## config.mk

```make
export PLATFORM = sky130hd
export DESIGN_NAME = pr_stage_skid
export DESIGN_NICKNAME = d
export VERILOG_FILES = /design/src/rtl/pr_stage_skid.sv
export SDC_FILE = /design/constraint.sdc
export NUM_CORES = 1
export LEC_CHECK = 0
export ABC_AREA = 1
export CORE_MARGIN = 2
export CORE_UTILIZATION = 45
export CTS_BUF_LIST = sky130_fd_sc_hd__clkbuf_2 sky130_fd_sc_hd__clkbuf_4 sky130_fd_sc_hd__clkbuf_8
export CTS_CLUSTER_DIAMETER = 200
export CTS_CLUSTER_SIZE = 14
export DETAILED_ROUTE_END_ITERATION = 10
export HOLD_SLACK_MARGIN = 0.02
export PLACE_DENSITY = 0.76
export SYNTH_ARGS = -nofsm -noshare
export SYNTH_HDL_FRONTEND = slang
export SYNTH_SLANG_ARGS = --single-unit
```

## constraint.sdc

```tcl
create_clock -name clk -period 8.33 [get_ports clk]
set_input_delay 1.666 -clock clk [delete_from_list [all_inputs] [get_ports clk]]
set_output_delay 1.666 -clock clk [all_outputs]
set_load 0.02 [all_outputs]
```

## src/rtl/pr_stage_skid.sv

```systemverilog
// pr_stage_skid: two-entry pipeline stage (head + skid) with registered in_ready,
// flush and bubble control word whenever the stage presents nothing.
module pr_stage_skid #(
  parameter int CTRL_W = 11,
  parameter int DATA_W = 134,
  parameter logic [CTRL_W-1:0] BUBBLE_CTRL = '0
) (
  input  logic              clk,
  input  logic              rst_n,
  input  logic              in_valid,
  output logic              in_ready,
  input  logic [CTRL_W-1:0] in_ctrl,
  input  logic [DATA_W-1:0] in_data,
  input  logic              flush,
  output logic              out_valid,
  input  logic              out_ready,
  output logic [CTRL_W-1:0] out_ctrl,
  output logic [DATA_W-1:0] out_data,
  output logic [1:0]        occupancy
);
  logic              head_v, skid_v;
  logic [CTRL_W-1:0] head_ctrl, skid_ctrl;
  logic [DATA_W-1:0] head_data, skid_data;
  logic              acc, head_free, head_ld, skid_ld;
  always_comb begin
    acc       = in_valid & in_ready;
    head_free = ~head_v | out_ready;
    head_ld   = ~flush & head_free & (skid_v | acc);
    skid_ld   = ~flush & acc & ~head_free;
  end
  always_ff @(posedge clk or negedge rst_n)
    if (!rst_n) begin
      head_v <= 1'b0;
      skid_v <= 1'b0;
    end else if (flush) begin
      head_v <= 1'b0;
      skid_v <= 1'b0;
    end else if (head_free) begin
      head_v <= skid_v | acc;
      skid_v <= 1'b0;
    end else begin
      skid_v <= skid_v | acc;
    end
  // payload carries no reset; only the valid bits define occupancy
  always_ff @(posedge clk) begin
    if (head_ld) begin
      head_ctrl <= skid_v ? skid_ctrl : in_ctrl;
      head_data <= skid_v ? skid_data : in_data;
    end
    if (skid_ld) begin
      skid_ctrl <= in_ctrl;
      skid_data <= in_data;
    end
  end
  assign in_ready  = ~skid_v;
  assign out_valid = head_v;
  assign out_ctrl  = head_v ? head_ctrl : BUBBLE_CTRL;
  assign out_data  = head_data;
  assign occupancy = {1'b0, head_v} + {1'b0, skid_v};
endmodule

```

# Yosys cells after proc, flatten, opt, wreduce, memory -nomap -nowiden
# Cells that the tools add are included.
# classes
add_sub_neg,1
order_cmp,0
eq_ne,0
bitwise_logic,11
mul,0
div_mod_pow,0
n_mux,7
n_reduce_logical,1
shifts,0
# ops
cell,n
$mux 134,1
$mux 11,2
$and 1x1->1,5
$mux 1,4
$not 1->1,4
$add 1x1->2,1
$or 1x1->1,2
$reduce_bool 2->1,1
# word_totals
output_inout_bits,149
mem_bits_rw,0
inputBits,150
rom_bits,0
mem_count,0
register_bits,292
word_cells,26
latchBits,0

# Logic depth before layout (Yosys ltp)
# Gate-level depths: netlist (run 1).
# depth
word_depth,5
mapped_depth,5
depth_no_buf,4

# Least setup slack after synthesis (run 1)
# Ideal clock, no wire load.
# synth_path
path_type,input to register
start,in out_ready
end,reg head_ctrl[0] (enable)
setup_time_ps,654
path_stages,4
setup_slack_ps,-212
path_buffers,0
t_arrival_ps,7888
required_ps,7676
path_cell_list,inv_1 > nand2_1 > nand2_1 > nor2_1
# synth_between
elab_chain_len,3
# synth_rtl
item,line,rtl
from (decl),16,"input logic out_ready,"
$or 1x1->1,27,head_free = ~head_v | out_ready;
$and 1x1->1 (2 in series),28,head_ld = ~flush & head_free & (skid_v | acc);
via head_ld,24,"logic acc, head_free, head_ld, skid_ld;"
to (signal assigned),47,head_ctrl <= skid_v ? skid_ctrl : in_ctrl;
to (decl),22,"logic [CTRL_W-1:0] head_ctrl, skid_ctrl;"
# The timed path passes the listed nets, and every way through them passes these cells.
# A chain may end at the register's enable or synchronous reset.

# Worst setup path after layout (run 1)
# layout_path
start,reg skid_v
end,out in_ready
# layout_between
elab_chain_len,1
# layout_rtl
item,line,rtl
from (decl),21,"logic head_v, skid_v;"
from (signal assigned),42,skid_v <= skid_v | acc;
$not 1->1,55,assign in_ready = ~skid_v;
to (decl),11,"output logic in_ready,"
# No other way between the ends.

==> run metrics, run 1 <==
status completed; Via density 4.728; vias in the first global route approximately 6700; top-level I/O count 299; worst-path fanout max 76; drc violations 0; Finished Core Util 0.6140; fin cells about 1400; RePlAce Congestion a little over 0.8; synth warn 0; Syn Std Cell Area 10780 um^2; Crit. Startpoint skid_v$_DFF_PN0_; final worst-path cycle share 0.5430; headroom to the max-slew limit 0.3144; Max clock buf depth 3; RSZ-0062 raised after global routing false; hold slack 0.5207 ns; clk sinks roughly 290; Area Growth Syn to Fin 33.73%; diode count 0; Worst EP required ~6.7 ns; Seq/Total Area, Yosys 0.8127; Post-CTS Hold Fix Bufs 0; Max Cap Viol 0; Hold WC Path Type flop to flop; total power 2.720 mW; final hold violation count 0; router iterations before antenna repair 4; H-tree Lvls 1; syn avg cell area 13.54 um^2; crit path launch type flop; Total GRT Usage 0.1839; setup TNS 0 ns; hpwl dp ~16000 um; worst skew pair latency 0.55 ns; max-slew violation count 0; port buffer count 298; Num CTS Buffers 24; Die W 158.8 um; largest net degree at the start of global routing 98; placed cells between 1000 and 1500; CTS clock-pin slew for the worst setup and hold paths ~0.090 ns; initial antenna violation count 0; drt wl/cell 16.72 um; Overflow after GRT 0; CTS tree built; Yosys reg bits roughly 290; Initial Util 0.4591; DRC marker count from the first detailed-route iteration 443; clk root buf clkbuf_8; WL final between 20000 and 25000 um; Period minus WS final 4.523 ns; data arrival time of the critical path 2.86 ns; number of gates resized after CTS 0; number of distinct library cells after synthesis 13; Slew @ Worst Pin 1.028 ns; fmax 0.2211 GHz; ANT nets after route 0; core area 23470 um^2; critical path class flop to output port; Die Span Y approximately 160 um; # fillers 1789; crit end category output port; row count 56; P per Cell Area 188.8 nW/um^2; first-pass GRT wire length 36740 um; Leak roughly 5.5 nW; Final Skew 0.02074 ns; HP Start skid_data[1]$_DFFE_PP_; Cells after Synth 796; maximum VDD drop between 0.1 and 0.15 mV; share of cells above drive strength 1 0.04083; Nets 1245; Synthesized Nets 947; Final setup viols 0; # Post-CTS Setup Buffers 0; Via Count 6718; die area roughly 25000 um^2; r2r startpoint skid_v$_DFF_PN0_
cells in the mapped netlist:
master / instances / share of area
inv_2: 1 / 0.00035
buf_6: 10 / 0.010
dfrtp_1: 2 / 0.0046
edfxtp_1: 290 / 0.81
ha_1: 1 / 0.0012
o21ai_0: 1 / 0.00046
clkbuf_1: 1 / 0.00035
nor2_1: 4 / 0.0014
inv_1: 13 / 0.0045
nand2_1: 450 / 0.16
buf_4: 5 / 0.0035
buf_2: 17 / 0.0079
nand3_1: 1 / 0.00046
state kept, by name, summed over array words and instances (netlist names):
register   count
out_data     134
skid_data    134
head_ctrl     11
skid_ctrl     11
out_valid      1
skid_v         1
logic make-up after synthesis:
logic type                 Yosys count  synth area share
DFF                                292            0.8127
buffers and inverters               47           0.02705
AOI/OAI and AO/OA                    1         0.0004640
adders and majority gates            1          0.001161
and+or+nand+nor                    455            0.1586
critical path, stage by stage, from the launching register on:
cell and delay, ns:
dfrtp_4 0.94, buf_4 0.74, inv_4 0.05, clkdlybuf4s50_1 0.56
where the power goes:
group          switching, mW  internal (mW)  leakage, nW
sequential            0.0187           1.67         2.69
combinational          0.140          0.138         2.58
clock                  0.431          0.318        0.224
layout make-up:
| cell class | count | area (um^2) | area share |
|---|---|---|---|
| Sequential cell | 292 | 8762 | 0.6080 |
| Inverter | 14 | 55.05 | 0.003820 |
| Multi-Input combinational cell | 457 | 1742 | 0.1209 |
| Timing Repair Buffer | 305 | 3035 | 0.2106 |
| Tap cell | 319 | 399.1 | 0.02770 |
| Clock buffer | 34 | 417.9 | 0.02900 |
path summary, 6_finish.rpt:
check	endpoint	slack, ns	cells past startpoint
hold reg to reg	out_data[1]$_DFFE_PP_	0.52	2
min in group asynchronous	skid_v$_DFF_PN0_	1.29	1
hold / removal	out_data[1]$_DFFE_PP_	0.52	2
max in group asynchronous	skid_v$_DFF_PN0_	6.91	1
setup reg to reg	skid_data[57]$_DFFE_PP_	4.45	6
setup / recovery	in_ready	3.81	3
stage by stage:
step / instance area [um^2] / setup slack (ns)
floorplan: 10780 / 2.275
global placement: 13990 / 4.345
detailed placement: 13990 / 4.335
CTS: 14410 / 3.725
global route: 14410 / 3.598
finish: 14410 / 3.807
layout by cell type (no fill, tap or decap), types with 2 or more instances in the layout:
cell               n
clkbuf_4           8
clkbuf_8          26
nand2_1          450
nor2_1             2
inv_1             13
edfxtp_1         290
nor2_4             2
buf_4              7
clkdlybuf4s50_1  298
per-layer routing:
layer  track usage  part of all wire  wire length (um)
met5             0                 0                 0
met4       0.05796             0.027               632
met3       0.05773             0.091              2166
met2        0.2936              0.47             11150
met1        0.2421              0.41              9816
No activity file was read; power rests on OpenSTA's default activity.
==> run 2, diff against run 1 <==
--- a/config.mk
+++ b/config.mk
@@ -13,7 +13,7 @@
 export CTS_CLUSTER_SIZE = 14
 export DETAILED_ROUTE_END_ITERATION = 10
 export HOLD_SLACK_MARGIN = 0.02
-export PLACE_DENSITY = 0.76
+export PLACE_DENSITY = 0.79
 export SYNTH_ARGS = -nofsm -noshare
 export SYNTH_HDL_FRONTEND = slang
 export SYNTH_SLANG_ARGS = --single-unit
==> constraint.sdc (replaced) <==
create_clock -name clk -period 3.92 [get_ports clk]
set_input_delay 0.784 -clock clk [delete_from_list [all_inputs] [get_ports clk]]
set_output_delay 0.784 -clock clk [all_outputs]
set_load 0.02 [all_outputs]
==> run metrics, run 2 (synthesis gave the netlist of run 1 again) <==
status completed; Worst EP required 3.14 ns; row count 56; setup TNS 0 ns; data arrival time of the critical path 2.36 ns; WP buf/inv 1; WL final 23810 um; slowest CP cell dfrtp_4; die area 25200 um^2; critical path class flop to output port; top-level I/O count 299; crit end category output port; Leak 5.487 nW; Area Growth Syn to Fin 33.82%; RePlAce Congestion 0.8147; Slew @ Worst Pin around 0.9 ns; final worst-path cycle share 0.8030; maximum VDD drop between 0.2 and 0.25 mV; Nets 1243; RSZ-0062 raised after global routing false; most frequent cells in the layout 450 x nand2_1, 298 x clkdlybuf4s50_1, 290 x edfxtp_1; cell internal pwr 4.528 mW; most common cell after layout, fill and taps aside nand2_1; crit path launch type flop; Initial Util 0.4591; # Post-CTS Setup Buffers 0; Post-CTS Hold Fix Bufs 0; Num CTS Buffers 24; DRC marker count from the first detailed-route iteration 405; Final setup viols 0; router iterations before antenna repair 4; Die W about 160 um; clk sinks roughly 300; CTS tree built; headroom to the max-slew limit 0.3951; largest net degree at the start of global routing 146; P per Cell Area 402.5 nW/um^2; core area roughly 23000 um^2; fin cells 1419; drt wl/cell 16.78 um; CP Cell Sequence ha_1 -> clkdlybuf4s50_1; Max clock buf depth 3; Comb pwr share 0.102; H-tree Lvls 1; diode count 0; Via Count 6707; Total GRT Usage 0.1844; Die Span Y 158.8 um; share of cells above drive strength 1 0.03909; Via density 4.727; Hold WC Path Type primary input to async pin; Clock Power Share 0.278; vias in the first global route between 6000 and 7000; number of gates resized after CTS 0; Finished Core Util 0.6144; final hold violation count 0; placed cells 1385; CTS clock-pin slew for the worst setup and hold paths roughly 0.09 ns; delay-heaviest family, CP flip-flops; first-pass GRT wire length roughly 37000 um; initial antenna violation count 0; Period minus WS final 3.148 ns; worst skew pair latency 0.55 ns; max incr delay on CP 0.89 ns; switching share of power 0.2199; ANT nets after route 0; worst-path fanout max 66; port buffer count 298; hpwl dp 15370 um; Max Cap Viol 0; NetSw 1.277 mW; Final Skew roughly 0.012 ns; clk root buf clkbuf_8; Overflow after GRT 0; max-slew violation count 0; drc violations 0; Reg power frac 0.620; fmax 0.3177 GHz
-- run 2: routing by layer --
layer  vias to the layer above  share of wire  global-route usage  wire length [um]
li1                       3244              -                   -                 -
met3                        49          0.094             0.05251              2228
met4                         0          0.030             0.06047               720
met1                      3086           0.40              0.2396              9625
met5                         -              0                   0                 0
met2                       328           0.47              0.3007             11230
-- run 2: final cells by class --
type / instances / area [um^2]
flip-flops and latches: 292 / 8762
well taps: 319 / 399.1
fillers: 1816 / 9051
clock buffers: 34 / 417.9
inverters: 14 / 55.05
repair buffers: 303 / 3045
multi-input cells: 457 / 1742
-- run 2: worst reg2reg max path: cells and delay by family (launching register included) --
| family | cells | cell delay, ns |
|---|---|---|
| simple gates | 2 | 0.27 |
| buf+inv | 2 | 0.79 |
| flops | 1 | 0.75 |
-- run 2: metrics by stage --
stage	area [um^2]	hold slack, ns	total power, mW	setup slack, ns
after floorplan	10790	0.4884	3.900	0.3569
after global placement	14000	0.4995	4.253	1.303
after detailed placement	14000	0.5029	4.265	1.308
after CTS	14420	0.3632	5.862	0.7023
after global routing	14420	0.3658	6.025	0.6330
final	14420	0.3990	5.805	0.7723
-- run 2: power by group through the flow --
stage | Sequential [mW] | Clock, mW | Combinational [mW]
2_1_floorplan | 3.75 | 0 | 0.153
3_3_place_gp | 3.67 | 0 | 0.585
3_5_place_dp | 3.67 | 0 | 0.598
4_1_cts | 3.60 | 1.66 | 0.600
5_1_grt | 3.61 | 1.78 | 0.638
6_report | 3.60 | 1.61 | 0.594
-- run 2: final timing paths --
kind | startpoint | endpoint | slack [ns] | cells past startpoint
setup / recovery | skid_v$_DFF_PN0_ | occupancy[1] | 0.77 | 2
hold / removal | rst_n | skid_v$_DFF_PN0_ | 0.40 | 1
setup reg to reg | skid_v$_DFF_PN0_ | skid_data[47]$_DFFE_PP_ | 1.57 | 4
hold reg to reg | skid_data[99]$_DFFE_PP_ | out_data[99]$_DFFE_PP_ | 0.52 | 2
max in group asynchronous | rst_n | skid_v$_DFF_PN0_ | 3.37 | 1
min in group clk | skid_data[99]$_DFFE_PP_ | out_data[99]$_DFFE_PP_ | 0.52 | 2
==> run 3, diff against run 2 <==
==> constraint.sdc (replaced) <==
create_clock -name clk -period 2.8 [get_ports clk]
set_input_delay 0.56 -clock clk [delete_from_list [all_inputs] [get_ports clk]]
set_output_delay 0.56 -clock clk [all_outputs]
set_load 0.02 [all_outputs]
==> run metrics, run 3 (synthesis gave the netlist of run 1 again) <==
status completed; ANT nets after route 0; Via Count roughly 6800; met2 GRT Util 0.3085; Num CTS Buffers 24; Slew @ Worst Pin 0.7878 ns; CTS clock-pin slew for the worst setup and hold paths approximately 0.09 ns; headroom to the max-slew limit 0.4748; DRC marker count from the first detailed-route iteration 456; Final setup viols 0; hold slack 0.1751 ns; Clock Power Share 0.292; first-pass GRT wire length ~37000 um; core area 23470 um^2; grt met1 use 0.2379; Initial Util 0.4591; final worst-path cycle share 0.9525; data arrival time of the critical path about 2.1 ns; P per Cell Area between 500 and 600 nW/um^2; Die Span Y 158.8 um; cell internal pwr 6.499 mW; share of cells above drive strength 1 0.05655; number of gates resized after CTS 0; initial antenna violation count 0; top-level I/O count between 200 and 300; most common cell after layout, fill and taps aside nand2_1; switching share of power 0.2172; vias in the first global route 6696; maximum VDD drop 0.3914 mV; Total GRT Usage 0.1857; port buffer count 298; total power 8.302 mW; flop2flop setup slack 0.84 ns; RSZ-0062 raised after global routing false; Period minus WS final between 2 and 3 ns; NetSw about 1.8 mW; critical path class flop to output port; clk root buf clkbuf_8; r2r startpoint skid_v$_DFF_PN0_; Multi-input gate area approximately 1800 um^2; Overflow after GRT 0; Worst EP required about 2.2 ns; clk sinks 292; Post-CTS Hold Fix Bufs 0; Comb pwr share 0.102; hpwl dp 15570 um; most frequent cells in the layout 448 x nand2_1, 298 x clkdlybuf4s50_1, 290 x edfxtp_1; worst-path fanout max 43; Final Skew 0.01219 ns; H-tree Lvls 1; Reg power frac 0.606; Via density 4.732; diode count 0; register area 8763 um^2; Area Growth Syn to Fin 35.71%; R2R cell count 5; row count 56; worst skew pair latency 0.54 ns; Max Cap Viol 0; RePlAce Congestion between 0.8 and 0.9; Hold WC Path Type primary input to async pin; GR Layer Usage met3 0.04807; final hold violation count 0; crit end category output port; Max clock buf depth 3; Leak 5.581 nW; drc violations 0; GRT Max-Usage Layer met2; max-slew violation count 0; largest net degree at the start of global routing 146; CTS tree built; fmax 0.3750 GHz; # fillers 1726; # Post-CTS Setup Buffers 0; drt wl/cell ~17 um; reg2reg end out_data[124]$_DFFE_PP_; router iterations before antenna repair 5; crit path launch type flop; Die W 158.8 um; WL final roughly 24000 um; Nets 1247; die area 25200 um^2
## run 3: cell types whose count changed in the layout (fill, tap and decap cells not counted), sizes merged
cell,previous run,this run
clkbuf,34,44
buf,5,9
## run 3: power by group through the flow
| stage | clock network (mW) | registers (mW) | logic [mW] |
|---|---|---|---|
| after CTS | 2.50 | 5.03 | 0.858 |
| after detailed placement | 0 | 5.13 | 0.856 |
| after global routing | 2.65 | 5.04 | 0.916 |
| final | 2.42 | 5.03 | 0.849 |
| after floorplan | 0 | 5.25 | 0.219 |
| after global placement | 0 | 5.13 | 0.834 |
## run 3: cell type report
| class | count | area share |
|---|---|---|
| multi-input combinational | 457 | 0.1206 |
| timing repair buffer | 307 | 0.2137 |
| sequential | 292 | 0.5992 |
| inverter | 14 | 0.005475 |
| tap | 319 | 0.02729 |
| clock buffer | 44 | 0.03371 |
## run 3: stage by stage
stage	instance area [um^2]	instances	util	TNS (ns)	setup WS, ns
detailed placement	14130	1389	0.6021	0	0.4834
global placement	14130	1389	0.6021	0	0.5011
finish	14630	1433	0.6231	0	0.1330
global route	14630	1433	0.6231	0	0.02693
CTS	14630	1433	0.6231	0	0.08722
floorplan	10840	796	-	-131.11	-0.4528
## run 3: layer usage
layer  up-vias  wire length (um)
met4         0               752
met5         -                 0
met3        44              1890
met1      3182              9632
li1       3270                 -
met2       285             11450
## run 3: critical path: stages (launching register included)
cell and delay, ns:
dfrtp_4 0.51, buf_4 0.28, inv_4 0.14, clkdlybuf4s50_1 0.64
## run 3: worst max path at each step
stage | to | from | slack [ns]
6_report | in_ready | skid_v$_DFF_PN0_ | 0.13
5_1_grt | in_ready | skid_v$_DFF_PN0_ | 0.03
4_1_cts | in_ready | skid_v$_DFF_PN0_ | 0.09
3_5_place_dp | out_data[15]$_DFFE_PP_ | out_ready | 0.48
3_3_place_gp | out_data[73]$_DFFE_PP_ | out_ready | 0.50
2_1_floorplan | head_ctrl[0]$_DFFE_PP_ | out_ready | -0.45
==> RTL change (config.mk and constraints of run 1) <==
Reset style: synchronous (`rst_n`), changed in one clocked block.
--- a/src/rtl/pr_stage_skid.sv
+++ b/src/rtl/pr_stage_skid.sv
@@ -29,5 +29,5 @@
     skid_ld   = ~flush & acc & ~head_free;
   end
-  always_ff @(posedge clk or negedge rst_n)
+  always_ff @(posedge clk)
     if (!rst_n) begin
       head_v <= 1'b0;
Function: differs if rst_n is asserted again (counterexample within 4 cycles, from zero or initial values and one cycle with rst_n low); with rst_n held inactive, the same outputs for 4 cycles.
==> RTL change against run 1 <==
First-iteration DRC count is 2.7% lower; die area hardly changed; wire length is 1.2% lower; total power decreased by 1.6%; clock skew up 7.2 ps; worst hold slack worse by 20 ps; sequential cell count unchanged; area after synthesis about the same; non-clock buffer count shrank 1; final area about the same; worst setup slack worse by 470 ps; count of clock-buffer cells in the layout increased by 1.
==> RTL change: results (changes against run 1) <==
slowest stage cell on the critical path sky130_fd_sc_hd__clkdlybuf4s50_1; GR met2 Demand/Resource 30.26% (+0.90 points); outcome completed; source of the worst register-to-register timing path skid_v; flop2flop setup slack 4010 ps (-440 ps); main flop type after synthesis sky130_fd_sc_hd__edfxtp_1; Synthesized Nets 951 (+0.42%); top cells by area, synth sky130_fd_sc_hd__edfxtp_1, sky130_fd_sc_hd__nand2_1, sky130_fd_sc_hd__buf_4; number of design-rule violations left by the first detailed-router iteration 431 (-2.7%); routed length per placed instance 16.45 um (-1.6%); final wirelength 23.48 mm (-1.2%); arrival time of data at the critical path endpoint 3320 ps (+460 ps); total track usage 18.06% (-0.32 points); Unique masters post-synth 11 (-2); initial antenna violation count 2 (+2); list of most frequent post-synthesis cells sky130_fd_sc_hd__nand2_1, sky130_fd_sc_hd__edfxtp_1, sky130_fd_sc_hd__inv_1; worst hold path startpoint skid_data[52]; synthesized area divided by synthesized cell count 13.46 um2 (-0.57%); worst voltage drop across the vdd grid 0.1318 mV (-4.3%); fraction of the yosys area taken by sequential cells 81.24% (about the same); Place WS 3753 ps (-582.0 ps); Post-Route Skew 27.96 ps (+7.220 ps); total power consumption of the routed design 2676 uW (-1.6%); Worst path top cell family by delay buffers and inverters; final RePlAce weighted congestion 0.8337 (+2.5%); smallest hold slack 501.0 ps (-19.66 ps); remaining max-slew budget at the tightest pin 25.30% (-6.1 points); dpl cell area 0.01399 mm2 (about the same); worst min-delay path endpoint out_data[52]; R2R depth 5 (-1); vias in the first global route 6,555 (-2.2%); Crit path largest cell delay 750 ps (-190 ps); share of total power consumed by net switching 21.21% (-0.48 points); layout cells sized above 1 4.065% (-0.018 points); detailed-route via count 6,721 (+0.045%); met1 Resource Use GR 22.62% (-1.6 points); number of fill cells 1,802 (+0.73%); Layout Nets 1,248 (+0.24%); drt first pass iters 5 (+1); met3 Resource Use GR 4.845% (-0.93 points); Clock power frac 28.3% (+0.8 points); wire length of the first global-routing pass 34.75 mm (-5.4%); HPWL after detailed placement 15.55 mm (-2.1%); leakage 0.005485 uW (-0.12%); Achievable Freq 200.4 MHz (-9.3%); asr flop ratio synth 0% (-0.68 points)
## RTL change: metal layers
layer | share of wire [%] | up-vias
li1 | - | 3264
met3 | 8.5 | 55
met4 | 3.7 | 2
met1 | 39 | 3139
met5 | 0.060 | -
met2 | 49 | 261
## RTL change: cell type report
class	instances	area (um2)	share of cell area [%]
well taps	319	399.1	2.769
inverters	17	66.31	0.4600
diodes	1	2.502	0.01736
repair buffers	304	3028	21.01
multi-input cells	458	1744	12.10
clock buffers	35	419.2	2.908
clock inverters	1	3.754	0.02604
flip-flops and latches	292	8752	60.72
## RTL change: logic make-up (layout without fill, tap and decap cells)
logic type,after synthesis,in the layout,share of synthesized area [%]
buffers and inverters,50,357,2.707
AND/OR/NAND/NOR,457,457,15.94
flip-flops,292,292,81.24
adder cells (fa/ha/maj),1,1,0.1162
other,0,1,0
## RTL change: worst min-delay path, cell delays in order, from the launching register on
cell and delay, ps:
sky130_fd_sc_hd__edfxtp_1 330, sky130_fd_sc_hd__nand2_1 50, sky130_fd_sc_hd__nand2_1 50
